==> config.mk <==
export PLATFORM = sky130hd
export DESIGN_NAME = note_tone_gen
export DESIGN_NICKNAME = d
export VERILOG_FILES = /design/src/rtl/note_tone_gen.sv
export SDC_FILE = /design/constraint.sdc
export NUM_CORES = 1
export LEC_CHECK = 0
export BUFFER_PORTS_ARGS = -buffer_cell sky130_fd_sc_hd__buf_4
export CORE_ASPECT_RATIO = 1.2
export CORE_UTILIZATION = 60
export DETAILED_ROUTE_END_ITERATION = 16
export PLACE_DENSITY = 0.8
export SLEW_MARGIN = 10
export SYNTH_ARGS = -nofsm -noshare
export SYNTH_HDL_FRONTEND = slang
export SYNTH_SLANG_ARGS = --single-unit
==> constraint.sdc <==
create_clock -name clk -period 4.3 [get_ports clk]
set_input_delay 0.43 -clock clk [delete_from_list [all_inputs] [get_ports clk]]
set_output_delay 0.43 -clock clk [all_outputs]
set_load 0.02 [all_outputs]
==> src/rtl/note_tone_gen.sv <==
// Note-to-tone generator: latches a 6-bit note index on an accepted strobe and
// splits it into octave/semitone by repeated subtraction, then plays a square wave.
module note_tone_gen #(
    parameter int TABLE_SHIFT = 0
) (
    input  logic        clk,
    input  logic        rst,
    input  logic        en,
    input  logic        pulse,
    input  logic [5:0]  note,
    output logic        wave,
    output logic        playing,
    output logic [5:0]  cur_note,
    output logic [16:0] half_period
);

    // state    | meaning
    // IDLE     | silent, waiting for an accepted strobe (also rest note 63)
    // CONVERT  | dividing the latched note by 12, one subtraction per cycle
    // PLAY     | counting half periods and toggling wave
    typedef enum logic [1:0] {
        ST_IDLE    = 2'd0,
        ST_CONVERT = 2'd1,
        ST_PLAY    = 2'd2
    } state_t;

    localparam logic [5:0] NOTE_REST = 6'd63;

    state_t      state_q, state_d;
    logic        wave_q, wave_d;
    logic [16:0] counter_q, counter_d;
    logic [16:0] half_period_q, half_period_d;
    logic [5:0]  cur_note_q, cur_note_d;
    logic [5:0]  rem_q, rem_d;
    logic [2:0]  oct_q, oct_d;

    logic        accept;
    logic [31:0] shift_amt;
    logic [16:0] shifted;
    logic [16:0] hp_clamped;

    // Octave-0 half periods (C2..B2) in 10 MHz clock cycles.
    function automatic logic [16:0] period_lut(input logic [3:0] semi);
        logic [16:0] val;
        case (semi)
            4'd0:    val = 17'd76446;
            4'd1:    val = 17'd72154;
            4'd2:    val = 17'd68105;
            4'd3:    val = 17'd64282;
            4'd4:    val = 17'd60675;
            4'd5:    val = 17'd57269;
            4'd6:    val = 17'd54055;
            4'd7:    val = 17'd51021;
            4'd8:    val = 17'd48157;
            4'd9:    val = 17'd45455;
            4'd10:   val = 17'd42903;
            4'd11:   val = 17'd40495;
            default: val = 17'd40495;
        endcase
        return val;
    endfunction

    always_comb begin
        shift_amt  = 32'(oct_q) + 32'(TABLE_SHIFT);
        shifted    = period_lut(rem_q[3:0]) >> shift_amt;
        hp_clamped = (shifted == 17'd0) ? 17'd1 : shifted;
    end

    // Strobes arriving mid-conversion are dropped, not queued.
    assign accept = pulse & en & (state_q != ST_CONVERT);

    always_comb begin
        state_d       = state_q;
        wave_d        = wave_q;
        counter_d     = counter_q;
        half_period_d = half_period_q;
        cur_note_d    = cur_note_q;
        rem_d         = rem_q;
        oct_d         = oct_q;

        if (!en) begin
            state_d   = ST_IDLE;
            wave_d    = 1'b0;
            counter_d = 17'd0;
        end else if (accept) begin
            cur_note_d = note;
            wave_d     = 1'b0;
            counter_d  = 17'd0;
            if (note == NOTE_REST) begin
                state_d = ST_IDLE;
            end else begin
                state_d = ST_CONVERT;
                rem_d   = note;
                oct_d   = 3'd0;
            end
        end else begin
            case (state_q)
                ST_IDLE: begin
                    wave_d    = 1'b0;
                    counter_d = 17'd0;
                end
                ST_CONVERT: begin
                    wave_d    = 1'b0;
                    counter_d = 17'd0;
                    if (rem_q >= 6'd12) begin
                        rem_d = rem_q - 6'd12;
                        oct_d = oct_q + 3'd1;
                    end else begin
                        half_period_d = hp_clamped;
                        state_d       = ST_PLAY;
                    end
                end
                ST_PLAY: begin
                    if (counter_q == half_period_q - 17'd1) begin
                        counter_d = 17'd0;
                        wave_d    = ~wave_q;
                    end else begin
                        counter_d = counter_q + 17'd1;
                    end
                end
                default: begin
                    state_d   = ST_IDLE;
                    wave_d    = 1'b0;
                    counter_d = 17'd0;
                end
            endcase
        end
    end

    always_ff @(posedge clk or posedge rst) begin
        if (rst) begin
            state_q       <= ST_IDLE;
            wave_q        <= 1'b0;
            counter_q     <= 17'd0;
            half_period_q <= 17'd0;
            cur_note_q    <= 6'd0;
            rem_q         <= 6'd0;
            oct_q         <= 3'd0;
        end else begin
            state_q       <= state_d;
            wave_q        <= wave_d;
            counter_q     <= counter_d;
            half_period_q <= half_period_d;
            cur_note_q    <= cur_note_d;
            rem_q         <= rem_d;
            oct_q         <= oct_d;
        end
    end

    assign wave        = wave_q;
    assign playing     = (state_q == ST_PLAY);
    assign cur_note    = cur_note_q;
    assign half_period = half_period_q;

endmodule

==> flow_summary.yaml <==
timing:
  fin_crit_sh: 0.713
  layout_setup_ws_ns: 1.23
  rsz0062_at_grt: "no"
  hold_viol: 0
  relSlewSlack: 0.302
  worst_pin_slew_ns: 1.05
  layout_min_cycle_time_ns: 3.07
  setup_violations: 0
  finalClockSkew_ns: 0.0123
  max_freq_ghz: 0.326
  final.setup.tns_ns: 0
  whs_ns: 0.329
  drv_slew: 0
detailed_routing:
  avgViaCountPerCell: 6.08
  drt_wl_total_um: 8180
  drt_iter0_markers: 200
  dr_total_vias: 3190
  route.detailed.drc: 0
  ant_nets: 0
  drt-wirelength-per-cell_um: 15.6
  drt_pass1_iterations: 4
power_and_ir_drop:
  totalPowerFinal_mw: 2.76
  ir_worst_vdd_mv: 0.357
  power.leakage_nw: 1.81
  powerDensity_nw_per_um2: 672
flow_run:
  drv_cap: 0
clocking:
  clk_pin_slew_ns: 0.10
  clock_path_buffers: 2
  cts-root-buf: "clkbuf_8"
  cts_hold_buf: 0
  numCtsBuffers: 5
  post_cts_resized: 0
  cts_tree: "yes"
  htree_num_levels: 2
  clk_latency_ns: 0.31
  cts_setup_buffers: 0
  cts_num_sinks: 52
yosys:
  yosys_warnings: 0
  ys_types: 59
  syn_area_per_cell_um2: 8.82
  yosysMostFrequentCell: "nand2_1"
  netlist_area_um2: 3730
  ys.flop_type: "dfrtp_1"
  yosys.area.top_type: "dfrtp_1"
  synthesis.nets: 443
  netlist.area_leader.share: 0.349
  yosysSeqAreaShare: 0.349
  synth.area.top_cells: "dfrtp_1, mux2i_1, nand2_1, xnor2_1, xor2_1"
  synth_edf_count: 0
  synthArstFlopShare: 1.00
  ys_ff_latch: 52
  yosys-top-cells-count: "nand2_1, dfrtp_1, o21ai_0"
  syn_inst: 423
global_route:
  grt_pass1_wl_um: 13600
  grt.total_usage: 0.267
  grt_max_degree: 53
  antenna_found_initial: 0
  grt.overflow.total: 0
  grt_pass1_vias: 2973
floorplan:
  die_h_um: 88.4
  core-area_um2: 6010
  fp-row-count: 31
  die_width_um: 74.0
  ios: 35
  start_util: 0.621
  die_area_um2: 6540
placed_design:
  preCtsSetupSlack_ns: 1.32
  hpwl_um: 6220
  port_buffers: 34
  place.gp.congestion: 0.940
  dp_cells: 517
  placed_cell_area_um2: 4000
setup_path:
  r2r_start: "half_period[0]"
  regToRegSetupSlack_ns: 1.23
  crit_required_ns: 4.46
  worst_setup_path_start_kind: "register"
  path_class: "reg2reg"
  arrival_ns: 3.23
  end_kind: "register"
  worst-r2r-cell-count: 9
  worst-path-max-fanout: 10
  reg2reg_to: "counter_q[2]"
cells_and_area:
  drive_gt1_frac: 0.147
  post-route-cell-area_um2: 4110
  final-instance-count-excl-fill: 525
  antenna_cells: 0
  area_growth_pct: 10.2
  final-seq-area_um2: 1300
  layout.nets: 462
  fillerInstances: 486
  multi_input_area_um2: 2270
  final_core_util: 0.684
hold_path:
  hold_path_depth: 3
  hp-start: "note[0]"
  hold_class: "in2reg"
  min_to: "cur_note[0]"
status:
  outcome: "finished, final reports clean"
-- cell families (layout without fill, tap and decap cells) --
kind of cell | count (synthesis) | count (layout) | synth area share
simple gates | 172 | 172 | 0.239
compound gates | 80 | 80 | 0.145
flops | 52 | 52 | 0.349
buf+inv | 40 | 60 | 0.0433
xor+xnor | 36 | 36 | 0.0845
mux | 33 | 33 | 0.106
fa+ha+maj | 10 | 10 | 0.0335
-- registers in the layout (all words and copies together), names as in the netlist --
signal	cells
state_q	2
counter_q	17
cur_note	6
rem_q	6
half_period	17
oct_q	3
wave	1
-- routing by layer --
metal,GRT usage,vias up,share of wire
met1,0.310,1531,0.41
met4,0.122,0,0.028
met3,0.0342,25,0.032
li1,-,1551,-
met5,0,-,0
met2,0.483,83,0.53
-- power by group --
| part | total (mW) | switching [mW] | internal (mW) |
|---|---|---|---|
| clock network | 0.344 | 0.168 | 0.176 |
| logic | 1.51 | 0.804 | 0.710 |
| registers | 0.903 | 0.292 | 0.611 |
| total | 2.76 | 1.26 | 1.50 |
-- layout by cell type (no fill, tap or decap), types with 5 or more instances in the layout --
master	synthesis	layout
a211oi_1	5	5
xnor2_1	19	19
ha_1	10	10
nand2b_1	5	5
mux2i_1	21	21
and3_1	8	8
nand4_1	8	8
clkbuf_8	0	5
inv_1	17	16
nor2b_1	12	12
dfrtp_1	52	52
nand2_1	54	54
o21ai_0	27	27
nand3_1	10	10
a21oi_1	11	11
nor3_1	24	24
xor2_1	17	17
mux2_2	7	7
buf_4	1	35
o31ai_1	5	5
nor4_1	5	5
nor2_1	22	22
-- worst max-delay path, cell delays in order (launching register included) --
cell	delay, ns
dfrtp_1	0.48
inv_1	0.09
ha_1	0.23
nor3b_1	0.55
a21oi_1	0.15
nor4_1	0.32
nand3_1	0.17
nor4_4	0.58
buf_4	0.28
nor3_1	0.07
-- layout make-up --
type,instances,share of cell area
multi-input cells,331,0.552
flip-flops and latches,52,0.317
repair buffers,35,0.0639
well taps,82,0.0250
clock buffers,6,0.0177
inverters,17,0.0155
clock inverters,2,0.00944
-- worst max path at each step --
stage	startpoint	end	slack, ns	cells after the start
after floorplan	half_period[0]	wave	1.45	9
after global placement	half_period[0]	counter_q[7]	1.38	9
after detailed placement	half_period[0]	counter_q[2]	1.32	9
after CTS	half_period[0]	counter_q[2]	1.30	9
after global routing	half_period[0]	counter_q[6]	1.07	9
final	half_period[0]	counter_q[2]	1.23	9
(Power assumes the default switching activity.)
